**config.mk**
```make
export PLATFORM = sky130hd
export DESIGN_NAME = stat_bist_ctrl
export DESIGN_NICKNAME = d
export VERILOG_FILES = /design/src/rtl/stat_bist_ctrl.sv
export SDC_FILE = /design/constraint.sdc
export NUM_CORES = 1
export LEC_CHECK = 0
export ABC_AREA = 1
export CAP_MARGIN = 30
export CELL_PAD_IN_SITES_DETAIL_PLACEMENT = 1
export CELL_PAD_IN_SITES_GLOBAL_PLACEMENT = 1
export CORE_MARGIN = 5
export CORE_UTILIZATION = 34
export CTS_BUF_LIST = sky130_fd_sc_hd__clkbuf_8
export DETAILED_ROUTE_END_ITERATION = 6
export PLACE_DENSITY = 0.89
export SLEW_MARGIN = 20
export SYNTH_ARGS = -nofsm -noshare
export SYNTH_HDL_FRONTEND = slang
export SYNTH_SLANG_ARGS = --single-unit
```
**constraint.sdc**
```tcl
create_clock -name clk -period 1.8 [get_ports clk]
set_input_delay 0.27 -clock clk [delete_from_list [all_inputs] [get_ports clk]]
set_output_delay 0.27 -clock clk [all_outputs]
set_load 0.02 [all_outputs]
```
**src/rtl/stat_bist_ctrl.sv**
```systemverilog
// stat_bist_ctrl
//   BIST sequencer for a combinational CUT. It drives cut_in with LFSR patterns,
//   holds each pattern for SETTLE extra cycles and then folds cut_out into a
//   MISR. At the end of the run it compares the signature with golden.
//
// Ports
//   clk, rst_n  clock (rising edge) and asynchronous active-low reset
//   start       pulse; starts a run when idle
//   abort       stops a run in progress (HOLD/CAPTURE only)
//   seed        LFSR seed, sampled when start is accepted (0 is forced to 1)
//   golden      expected signature, sampled in FINISH
//   cut_in      registered drive to the CUT inputs
//   cut_out     CUT outputs, combinational from cut_in
//   busy        high while a run is in progress
//   done        one-cycle pulse when a run completes (not on abort)
//   pass        signature==golden; valid after done, held until next start
//   signature   MISR contents, held after a run or abort
//   pat_idx     index of the pattern currently applied
module stat_bist_ctrl #(
  parameter int unsigned      IN_W      = 20,
  parameter int unsigned      OUT_W     = 24,
  parameter int unsigned      PAT_CNT   = 256,
  parameter int unsigned      SETTLE    = 1,
  parameter logic [IN_W-1:0]  LFSR_TAPS = 20'h90000,
  parameter logic [OUT_W-1:0] MISR_TAPS = 24'hE10000,
  parameter int unsigned      CNT_W     = 16
) (
  input  logic             clk,
  input  logic             rst_n,
  input  logic             start,
  input  logic             abort,
  input  logic [IN_W-1:0]  seed,
  input  logic [OUT_W-1:0] golden,
  output logic [IN_W-1:0]  cut_in,
  input  logic [OUT_W-1:0] cut_out,
  output logic             busy,
  output logic             done,
  output logic             pass,
  output logic [OUT_W-1:0] signature,
  output logic [CNT_W-1:0] pat_idx
);

  typedef enum logic [1:0] {
    S_IDLE,
    S_HOLD,
    S_CAPTURE,
    S_FINISH
  } state_t;

  // The hold counter runs 0..SETTLE-1; keep it at least one bit wide.
  localparam int unsigned      HOLD_W    = (SETTLE > 1) ? $clog2(SETTLE) : 1;
  localparam logic [HOLD_W-1:0] HOLD_LAST = (SETTLE > 0) ? HOLD_W'(SETTLE - 1) : '0;
  localparam logic [CNT_W-1:0]  PAT_LAST  = CNT_W'(PAT_CNT - 1);
  localparam state_t            FIRST_ST  = (SETTLE > 0) ? S_HOLD : S_CAPTURE;

  state_t            state, state_n;
  logic [HOLD_W-1:0] hold_cnt, hold_n;
  logic [IN_W-1:0]   cut_in_n;
  logic [OUT_W-1:0]  sig_n;
  logic [CNT_W-1:0]  pat_n;
  logic              busy_n, done_n, pass_n;

  logic [IN_W-1:0]   lfsr_next;
  logic [OUT_W-1:0]  misr_next;

  always_comb begin
    lfsr_next = {cut_in[IN_W-2:0], ^(cut_in & LFSR_TAPS)};
    misr_next = {signature[OUT_W-2:0], ^(signature & MISR_TAPS)} ^ cut_out;
  end

  always_comb begin
    state_n  = state;
    hold_n   = hold_cnt;
    cut_in_n = cut_in;
    sig_n    = signature;
    pat_n    = pat_idx;
    busy_n   = busy;
    done_n   = 1'b0;
    pass_n   = pass;

    unique case (state)
      S_IDLE: begin
        // abort is ignored here, so start+abort still launches a run.
        if (start) begin
          cut_in_n = (seed == '0) ? IN_W'(1) : seed;
          sig_n    = '0;
          pat_n    = '0;
          pass_n   = 1'b0;
          busy_n   = 1'b1;
          hold_n   = '0;
          state_n  = FIRST_ST;
        end
      end

      S_HOLD: begin
        if (abort) begin
          busy_n  = 1'b0;
          pass_n  = 1'b0;
          state_n = S_IDLE;
        end else if (hold_cnt == HOLD_LAST) begin
          hold_n  = '0;
          state_n = S_CAPTURE;
        end else begin
          hold_n = hold_cnt + 1'b1;
        end
      end

      S_CAPTURE: begin
        // abort wins over the capture: signature stays at its partial value.
        if (abort) begin
          busy_n  = 1'b0;
          pass_n  = 1'b0;
          state_n = S_IDLE;
        end else begin
          sig_n = misr_next;
          if (pat_idx == PAT_LAST) begin
            // busy drops and done rises together on entry to FINISH.
            busy_n  = 1'b0;
            done_n  = 1'b1;
            state_n = S_FINISH;
          end else begin
            cut_in_n = lfsr_next;
            pat_n    = pat_idx + 1'b1;
            hold_n   = '0;
            state_n  = FIRST_ST;
          end
        end
      end

      S_FINISH: begin
        pass_n  = (signature == golden);
        state_n = S_IDLE;
      end

      default: state_n = S_IDLE;
    endcase
  end

  always_ff @(posedge clk or negedge rst_n) begin
    if (!rst_n) begin
      state     <= S_IDLE;
      hold_cnt  <= '0;
      cut_in    <= '0;
      signature <= '0;
      pat_idx   <= '0;
      busy      <= 1'b0;
      done      <= 1'b0;
      pass      <= 1'b0;
    end else begin
      state     <= state_n;
      hold_cnt  <= hold_n;
      cut_in    <= cut_in_n;
      signature <= sig_n;
      pat_idx   <= pat_n;
      busy      <= busy_n;
      done      <= done_n;
      pass      <= pass_n;
    end
  end

endmodule

```
==> results.tsv, run 1 <==
stage	metric	value	unit
pwr	internal power	4600	uW
cts	clock sink total	65	
grt	Overflow after GRT	0	
critical_path	Setup CP Type	reg -> out	
synth	cell area after synthesis	0.00414	sq mm
critical_path	CP required	1.53	ns
pwr	Power, Total	8440	uW
synth	sequential fraction of the synthesis area	39.3	%
cells_and_area	Final #Nets	764	
die	die area	0.0145	sq mm
synth	largest area contributor in the netlist	dfrtp_1	
critical_path	Worst Setup SP	pat_idx[5]	
grt	Total Routing Usage GR	19.4	%
critical_path	largest fanout on the critical path	5	
synth	yosys warns	0	
sta	Rel. slew slack	74.6	%
cells_and_area	most frequent cells in the layout	nand2_1 (148), clkdlybuf4s50_1 (127), inv_1 (72)	
min_path	min-delay worst type	in -> async	
cells_and_area	multi-input logic area	0.00213	sq mm
pwr	Comb power frac	56.5	%
status	status	completed	
critical_path	Slowest-stage cell, CP	clkdlybuf4s50_1	
place	dpl hpwl	10900	microns
critical_path	crit-path leading delay family	buffers and inverters	
synth	mux cell area share after synthesis	0	%
pwr	PwrDens	1430	mW/mm^2
sta	Max Clock Freq	0.576	GHz
cts	H-Tree Depth	3	
synth	main flop type after synthesis	dfrtp_1	
cells_and_area	FF+latch area	0.00163	sq mm
grt	number of global-route vias before repair	4483	
cts	CTS tree	yes	
drt	Vias/cell	4.92	
cells_and_area	FILL cells	1476	
place	number of port buffers	134	
critical_path	r2r worst-path depth	10	
drt	routed vias	4121	
cts	Reg clk slew, reported paths	0.08	ns
synth	top cell type's share of synthesized area	39.3	%
synth	Mapped Cells	542	
place	placer congestion estimate	0.860	
drt	DRC	0	
cts	CTS max path bufs	2	
sta	Hold Violations, Final	0	
critical_path	Startpoint Class	register	
synth	Post-Synth Simple-Gate Area	28.3	%
sta	Setup-failing EPs final	0	
cells_and_area	Final Instance Area	0.00592	sq mm
pwr	Worst VDD drop	723	uV
pwr	Clk pwr share	13.6	%
die	Die H	120	microns
die	I/O pin count	135	
drt	DRT Pass-1 Iters	4	
sta	Clock Skew	0.0102	ns
critical_path	worst-path cell chain	clkdlybuf4s50_1	
synth	Synth area leaders	dfrtp_1 (39%), nand2_1 (14%), inv_1 (6.5%)	
cells_and_area	fraction of layout cells with a size suffix above 1	11.6	%
critical_path	CP Capture Type	output pin	
cts	Root Driver	clkbuf_8	
grt	initial antenna violation count	0	
pwr	P_sw	3840	uW
pwr	Lkg Pwr	0.00277	uW
sta	final worst path period share	96.5	%
place	dpl ws	0.0333	ns
synth	Synth cell types	34	
grt	first-pass GRT wire length	22600	microns
sta	Tmin final	1.74	ns
sta	Slew Limit Fails	0	
critical_path	Levels on crit path	1	
sta	setup TNS	0	ns
synth	Synth Register Bits	65	
critical_path	RR Startpoint	state[0]	
die	Die Wd	120	microns
critical_path	WP buf/inv	1	
die	Core ar.	0.0120	sq mm
synth	Mapped Nets	620	
pwr	switch share	45.5	%
pwr	sequential power share	29.9	%
synth	Compound-Gate Fraction of Synth Area	13.1	%
synth	Post-Synth Adder-Cell Area	1.82	%
sta	worst-margin pin slew	0.381	ns
drt	Routed WL per cell	17.0	microns
synth	syn avg cell area	7.63	sq um
drt	Detailed Route Iter0 Violations	187	
drt	routed wire length	14200	microns
cells_and_area	Area Overhead vs Synth	43.1	%
place	area of placed instances	0.00566	sq mm
synth	main combinational cell family by area after synthesis	simple AND/OR/NAND/NOR gates	
die	Core Rows	40	
cells_and_area	most common cell after layout, fill and taps aside	nand2_1	
cts	Clk Latency, worst-skew pair	0.35	ns
sta	setup ws final	0.0639	ns
critical_path	max incr delay on CP	0.65	ns
grt	largest net degree at the start of global routing	66	
synth	Post-synth EDFFs	0	
critical_path	critical path arrival	1.47	ns
job	Max-cap violations	0	
synth	post-synthesis async set-or-reset flop share	100	%
cells_and_area	diode count	0	
drt	Post-DRT Antenna Nets	0	
die	Initial Util	34.6	%
cts	Num CTS Buffers	9	
synth	XOR/XNOR share of the synthesized area	7.62	%
cell usage after synthesis, types with 2 or more instances:
master    count
o21ai_2      18
clkbuf_1      6
nand2_1     149
dfrtp_1      65
ha_1          6
o21ai_0      38
or2_2         2
o21ai_1       9
nor3_1        2
nand3_2       2
o21bai_1      2
o22ai_1      16
nand2_2       9
nand4_1       5
a21oi_1       2
xor2_1        8
nand3_1      28
nand3_4       2
xnor2_1      28
buf_4         3
nor2_1       47
inv_1        72
buf_6         6
nand2_4       6
nor2_4        2
state kept, by name, summed over array words and instances, names as in the netlist:
register	count
pass	1
done	1
pat_idx	16
busy	1
signature	24
state	2
cut_in	20
worst min-delay path, delay by kind of cell:
| kind | cells | cell delay, ns |
|---|---|---|
| buffers and inverters | 3 | 0.95 |
layout make-up:
class	instances	area share (%)
clock inverter	5	0.381
multi-input combinational	386	36.0
clock buffer	11	2.56
tap	147	3.11
sequential	65	27.5
inverter	75	4.88
timing repair buffer	149	25.6
power groups by stage:
stage | Sequential, uW | Combinational [uW] | Clock (uW)
after global routing | 2610 | 5160 | 1260
after CTS | 2520 | 4650 | 1170
after floorplan | 3000 | 2280 | 0
final | 2520 | 4770 | 1150
after detailed placement | 2530 | 4620 | 0
after global placement | 2490 | 4400 | 0
final timing paths:
kind | to | slack, ns
max in group asynchronous | cut_in[1] | 1.02
min in group clk | pass | 0.50
worst max-delay path | pat_idx[5] | 0.06
worst min-delay path | signature[14] | 0.47
worst min register to register | pass | 0.50
worst max register to register | cut_in[12] | 0.11
what timing repair did:
item	in CTS	in global routing
endpoints found under the setup margin	0	49
endpoints found under the hold margin	65	0
hold buffers	1	0
setup buffers	0	0
resized for setup	0	16
cell families (layout without fill, tap and decap cells):
| kind of cell | Yosys count | after routing |
|---|---|---|
| simple gates | 256 | 256 |
| fa+ha+maj | 6 | 6 |
| flops | 65 | 65 |
| buf+inv | 91 | 240 |
| xor+xnor | 36 | 36 |
| compound gates | 88 | 88 |
layer usage:
layer	vias up	GRT usage, %	share of wire [%]
met5	-	0	0
met4	0	6.94	2.8
met3	27	3.93	2.8
met2	82	35.0	53
met1	2013	22.8	41
li1	1999	-	-
through the flow:
stage	std cells	utilization [%]	hold slack, ns
floorplan	542	-	-0.0256
global placement	820	47.3	0.321
detailed placement	820	47.3	0.323
CTS	837	48.9	0.477
global route	838	49.5	0.497
finish	838	49.5	0.466
Power figures use the tool's default switching activity.
==> run 2, diff against run 1 <==
--- a/config.mk
+++ b/config.mk
@@ -8,12 +8,12 @@
 export ABC_AREA = 1
 export CAP_MARGIN = 30
 export CELL_PAD_IN_SITES_DETAIL_PLACEMENT = 1
-export CELL_PAD_IN_SITES_GLOBAL_PLACEMENT = 1
+export CELL_PAD_IN_SITES_GLOBAL_PLACEMENT = 2
 export CORE_MARGIN = 5
-export CORE_UTILIZATION = 34
+export CORE_UTILIZATION = 26
 export CTS_BUF_LIST = sky130_fd_sc_hd__clkbuf_8
 export DETAILED_ROUTE_END_ITERATION = 6
-export PLACE_DENSITY = 0.89
+export PLACE_DENSITY = 0.88
 export SLEW_MARGIN = 20
 export SYNTH_ARGS = -nofsm -noshare
 export SYNTH_HDL_FRONTEND = slang
==> run 2 against run 1 <==
  * Total power shrank 2.6%
  * Count of clock-buffer cells in the layout shrank 1
  * Clock skew shrank 0.0011 ns
  * Critical path depth grew 1
  * Register-to-register slack is essentially flat
  * Sequential share of layout area shrank 0.24 points
  * Non-clock buffer count grew 2
  * Clock power shrank 4%
  * Core utilization shrank 12 points
  * Via count shrank 3.0%
==> results.tsv, run 2 (same netlist as run 1, synthesis figures left out) <==
stage	metric	value	unit	change
status	status	completed		
grt	Total Routing Usage GR	15.8	%	-3.6 points
critical_path	max incr delay on CP	0.60	ns	-0.05 ns
critical_path	Slowest-stage cell, CP	clkdlybuf4s50_1		
drt	Detailed Route Iter0 Violations	74		-60%
cts	clock sink total	65		unchanged
pwr	Lkg Pwr	0.00281	uW	+1.3%
sta	Hold Violations, Final	0		unchanged
drt	routed vias	3996		-3.0%
cts	Root Driver	clkbuf_8		
cts	CTS tree	yes		
cells_and_area	Area Overhead vs Synth	44.4	%	
drt	Routed WL per cell	15.6	microns	-8.2%
place	area of placed instances	0.00578	sq mm	+2.1%
cells_and_area	most frequent cells in the layout	nand2_1 (149), clkdlybuf4s50_1 (120), inv_1 (73)		
sta	Clock Skew	0.00913	ns	-0.00111 ns
place	number of port buffers	134		unchanged
cells_and_area	most common cell after layout, fill and taps aside	nand2_1		
critical_path	CP Capture Type	output pin		
die	Initial Util	26.2	%	-8.3 points
place	dpl hpwl	11000	microns	+1.1%
drt	DR top layer	met4		
sta	Setup-failing EPs final	0		unchanged
job	Max-cap violations	0		unchanged
critical_path	worst-path cell chain	buf_4 -> clkdlybuf4s50_1		
drt	routed wire length	14100	microns	-0.77%
critical_path	Startpoint Class	register		
cells_and_area	FILL cells	1954		+32%
critical_path	CP required	1.53	ns	about the same
cells_and_area	number of flip-flops in the largest register	24		unchanged
min_path	min-delay worst type	in -> async		
cells_and_area	Final #Nets	766		+0.26%
drt	DR WL met2	7120	microns	-6.1%
sta	RSZ-0062 raised after global routing	no		
cells_and_area	biggest regs	signature x24, cut_in x20, pat_idx x16		
sta	setup TNS	0	ns	unchanged
drt	M1 WL	6210	microns	+6.0%
die	Core Rows	46		+15%
die	Core ar.	0.0158	sq mm	+32%
cts	CTS max path bufs	2		unchanged
sta	Rel. slew slack	73.7	%	-0.90 points
place	placer congestion estimate	0.815		-5.3%
sta	worst-margin pin slew	0.390	ns	+0.00943 ns
drt	Vias/cell	4.41		-10%
drt	Post-DRT Antenna Nets	0		unchanged
grt	Overflow after GRT	0		unchanged
pwr	PwrDens	1380	mW/mm^2	-3.4%
critical_path	critical path arrival	1.47	ns	about the same
sta	final worst path period share	96.6	%	+0.12 points
critical_path	crit-path leading delay family	buffers and inverters		
cts	Reg clk slew, reported paths	0.08	ns	about the same
pwr	Worst VDD drop	737	uV	+1.9%
critical_path	WP buf/inv	2		+1
critical_path	largest fanout on the critical path	6		+1
cells_and_area	fraction of layout cells with a size suffix above 1	11.2	%	-0.42 points
die	Die H	136	microns	+13%
grt	largest net degree at the start of global routing	66		unchanged
drt	met3 wire len	544	microns	+36%
cts	Clk Latency, worst-skew pair	0.36	ns	about the same
cts	post-CTS repair timing setup buffer count	0		unchanged
cells_and_area	Final Instance Area	0.00597	sq mm	+0.87%
sta	Slew Limit Fails	0		unchanged
cells_and_area	largest reg by FF count	signature		
cts	Num CTS Buffers	9		unchanged
sta	Tmin final	1.74	ns	+0.00215 ns
grt	first-pass GRT wire length	23000	microns	+2.1%
critical_path	Setup CP Type	reg -> out		
grt	initial antenna violation count	0		unchanged
die	die area	0.0185	sq mm	+28%
critical_path	reg-to-reg slack, setup	0.12	ns	about the same
cells_and_area	diode count	0		unchanged
drt	DRT Pass-1 Iters	4		unchanged
drt	DRC	0		unchanged
die	I/O pin count	135		unchanged
die	Die Wd	136	microns	+13%
grt	number of global-route vias before repair	4528		+1.0%
sta	Max Clock Freq	0.575	GHz	-0.12%
cells_and_area	Final Core Density	37.9	%	-12 points
sta	hold_ws	0.451	ns	-0.0152 ns
cts	H-Tree Depth	3		unchanged
-- run 2: area by class of cell --
cell class	count	area, sq um	area share (%)
clock buffer	10	138	2.31
inverter	75	289	4.84
timing repair buffer	151	1520	25.4
multi-input combinational	386	2120	35.4
clock inverter	3	12.5	0.210
sequential	65	1630	27.2
tap	216	270	4.53
-- run 2: tightest hold or removal path: stages --
cell and delay [ns]:
dlygate4sd3_1 0.51, buf_2 0.12, buf_12 0.31
-- run 2: final timing paths --
check / depth (start not counted) / start / to
setup / recovery: 2 / pat_idx[9] / pat_idx[9]
hold / removal: 3 / rst_n / signature[1]
setup reg to reg: 11 / pat_idx[0] / cut_in[14]
hold reg to reg: 2 / busy / busy
max in group asynchronous: 3 / rst_n / pat_idx[4]
min in group clk: 2 / busy / busy
-- run 2: metal layers --
layer,track usage [%],vias up
li1,-,1990
met4,5.21,0
met5,0,-
met2,27.3,70
met1,19.3,1921
met3,3.81,15
-- run 2: what timing repair did --
item	CTS	global route
setup endpoints to repair	7	21
resized for setup	7	12
hold endpoints to repair	65	0
hold buffers	1	0
-- run 2: where the power goes --
part / internal, uW / switching (uW)
Sequential: 1970 / 532
Clock: 503 / 595
Combinational: 2010 / 2610
-- run 2: through the flow --
step | instances | total power [uW] | setup WS, ns
floorplan | 542 | 5270 | 0.131
global placement | 892 | 7050 | 0.108
detailed placement | 892 | 7190 | 0.0278
CTS | 906 | 8340 | 0.000674
global route | 906 | 8840 | 0.00165
finish | 906 | 8220 | 0.0617
==> run 3, diff against run 2 <==
--- a/config.mk
+++ b/config.mk
@@ -9,11 +9,13 @@
 export CAP_MARGIN = 30
 export CELL_PAD_IN_SITES_DETAIL_PLACEMENT = 1
 export CELL_PAD_IN_SITES_GLOBAL_PLACEMENT = 2
+export CORE_ASPECT_RATIO = 0.6
 export CORE_MARGIN = 5
 export CORE_UTILIZATION = 26
 export CTS_BUF_LIST = sky130_fd_sc_hd__clkbuf_8
 export DETAILED_ROUTE_END_ITERATION = 6
 export PLACE_DENSITY = 0.88
+export REMOVE_ABC_BUFFERS = 1
 export SLEW_MARGIN = 20
 export SYNTH_ARGS = -nofsm -noshare
 export SYNTH_HDL_FRONTEND = slang
==> run 3 against run 2 <==
  * Count of clock-buffer cells in the layout rose by 1
  * Combinational power rose by 4.8%
  * Final area rose by 1.3%
  * Clock power rose by 12%
  * Sequential share of layout area fell by 0.33 points
  * First-iteration DRC count rose to 2.6 times the previous value
  * Final cell count fell by 0.99%
  * Die area rose by 0.44%
  * Highest routed layer unchanged
==> results.tsv, run 3 (same netlist as run 1, synthesis figures left out) <==
stage	metric	value	unit	change
status	status	completed		
die	die area	0.0186	sq mm	+0.44%
critical_path	RR Startpoint	state[0]		
sta	Slew Limit Fails	0		unchanged
grt	first-pass GRT wire length	22800	microns	-1.1%
place	dpl hpwl	11300	microns	+2.3%
cts	Reg clk slew, reported paths	0.08	ns	about the same
die	Die Wd	173	microns	+27%
drt	Vias/cell	4.49		+1.9%
drt	DRT Pass-1 Iters	4		unchanged
drt	routed vias	4031		+0.88%
pwr	Power, Total	8620	uW	+4.9%
critical_path	Startpoint Class	register		
cells_and_area	Final Core Density	39.1	%	+1.3 points
cts	Clk Latency, worst-skew pair	0.36	ns	about the same
cts	H-Tree Depth	3		unchanged
grt	Overflow after GRT	0		unchanged
place	number of port buffers	134		unchanged
cells_and_area	number of flip-flops in the largest register	24		unchanged
critical_path	Worst Setup SP	pat_idx[8]		
pwr	Worst VDD drop	557	uV	-24%
critical_path	largest fanout on the critical path	5		-1
critical_path	CP Capture Type	output pin		
sta	worst-margin pin slew	0.393	ns	+0.00293 ns
pwr	PwrDens	1430	mW/mm^2	+3.5%
sta	setup TNS	0	ns	unchanged
pwr	Lkg Pwr	0.00274	uW	-2.3%
cells_and_area	most common cell after layout, fill and taps aside	nand2_1		
drt	Detailed Route Iter0 Violations	191		+160%
sta	RSZ-0062 raised after global routing	yes		
die	Initial Util	26.8	%	+0.53 points
die	Core ar.	0.0155	sq mm	-2.0%
cells_and_area	biggest regs	signature x24, cut_in x20, pat_idx x16		
grt	Total Routing Usage GR	15.3	%	-0.55 points
cells_and_area	diode count	0		unchanged
die	Core Rows	35		-24%
grt	number of global-route vias before repair	4215		-6.9%
critical_path	CP required	1.53	ns	about the same
cts	Root Driver	clkbuf_8		
cts	Num CTS Buffers	9		unchanged
drt	DRC	0		unchanged
place	Cells after DPL	877		-1.7%
cells_and_area	largest reg by FF count	signature		
die	I/O pin count	135		unchanged
sta	final worst path period share	96.4	%	-0.20 points
cts	CTS max path bufs	2		unchanged
cells_and_area	Final #Nets	767		+0.13%
cts	CTS tree	yes		
drt	Post-DRT Antenna Nets	0		unchanged
sta	Clock Skew	0.0137	ns	+0.00459 ns
critical_path	Setup CP Type	reg -> out		
cts	clock sink total	65		unchanged
cells_and_area	post-route insts no fill	897		-0.99%
drt	routed wire length	14600	microns	+3.4%
place	placer congestion estimate	0.830		+1.8%
sta	Hold Violations, Final	0		unchanged
die	Die H	108	microns	-21%
grt	initial antenna violation count	0		unchanged
cells_and_area	Area Overhead vs Synth	46.2	%	
min_path	min-delay worst type	in -> async		
sta	Rel. slew slack	73.8	%	+0.080 points
critical_path	critical path arrival	1.46	ns	about the same
sta	Tmin final	1.73	ns	-0.00361 ns
sta	Max Clock Freq	0.576	GHz	+0.21%
cells_and_area	most frequent cells in the layout	nand2_1 (149), clkdlybuf4s50_1 (126), inv_1 (71)		
grt	largest net degree at the start of global routing	66		unchanged
cells_and_area	fraction of layout cells with a size suffix above 1	12.1	%	+0.94 points
sta	Setup-failing EPs final	0		unchanged
job	Max-cap violations	0		unchanged
drt	Routed WL per cell	16.3	microns	+4.5%
## run 3: cell types whose count changed in the layout (fill, tap and decap cells not counted), sizes merged
cell / before / now
clkdlybuf4s50: 120 / 126
dlymetal6s2s: 7 / 3
dlygate4sd2: 6 / 4
inv: 76 / 74
clkbuf: 10 / 12
clkinvlp: 0 / 4
## run 3: cell type report
cell class	instances	area, sq um
tap	203	254
multi-input combinational	386	2130
fill	1845	9410
timing repair buffer	152	1560
inverter	75	292
sequential	65	1630
clock buffer	11	151
clock inverter	5	38.8
## run 3: critical path, cell delays in order (launching register included)
cell	delay (ns)
dfrtp_1	0.36
buf_4	0.15
clkdlybuf4s50_1	0.60
## run 3: repair_timing
| action | in CTS | in global routing |
|---|---|---|
| setup buffers | 0 | 2 |
| cloned | 0 | 1 |
| resized for setup | 4 | 10 |
| endpoints found under the setup margin | 4 | 44 |
| hold buffers | 1 | 0 |
| pin swaps | 0 | 0 |
| hold endpoints to repair | 65 | 0 |
## run 3: worst paths after layout
kind / slack [ns] / cells after the start / endpoint
worst max register to register: 0.10 / 11 / cut_in[15]
max in group asynchronous: 1.00 / 3 / state[1]
worst min-delay path: 0.45 / 3 / cut_in[4]
min in group clk: 0.50 / 2 / pass
worst min register to register: 0.50 / 2 / pass
worst max-delay path: 0.07 / 2 / pat_idx[8]
## run 3: report_power, final
part	internal (uW)	switching, uW
clock network	580	652
logic	2170	2680
registers	1970	570
total	4720	3900
## run 3: through the flow
stage | hold slack (ns) | area [sq um] | worst slack, ns
global placement | 0.322 | 5750 | 0.0933
floorplan | -0.0256 | 4020 | -0.619
global route | 0.509 | 6050 | -0.0107
CTS | 0.466 | 5950 | 0.00149
detailed placement | 0.329 | 5750 | 0.0478
finish | 0.448 | 6050 | 0.0653
## run 3: per-layer routing
layer | up-vias | GRT usage, % | share of wire (%)
li1 | 2001 | - | -
met1 | 1938 | 22.7 | 53
met2 | 83 | 22.5 | 42
met3 | 9 | 3.90 | 4.4
met4 | 0 | 2.52 | 0.68
met5 | - | 0 | 0
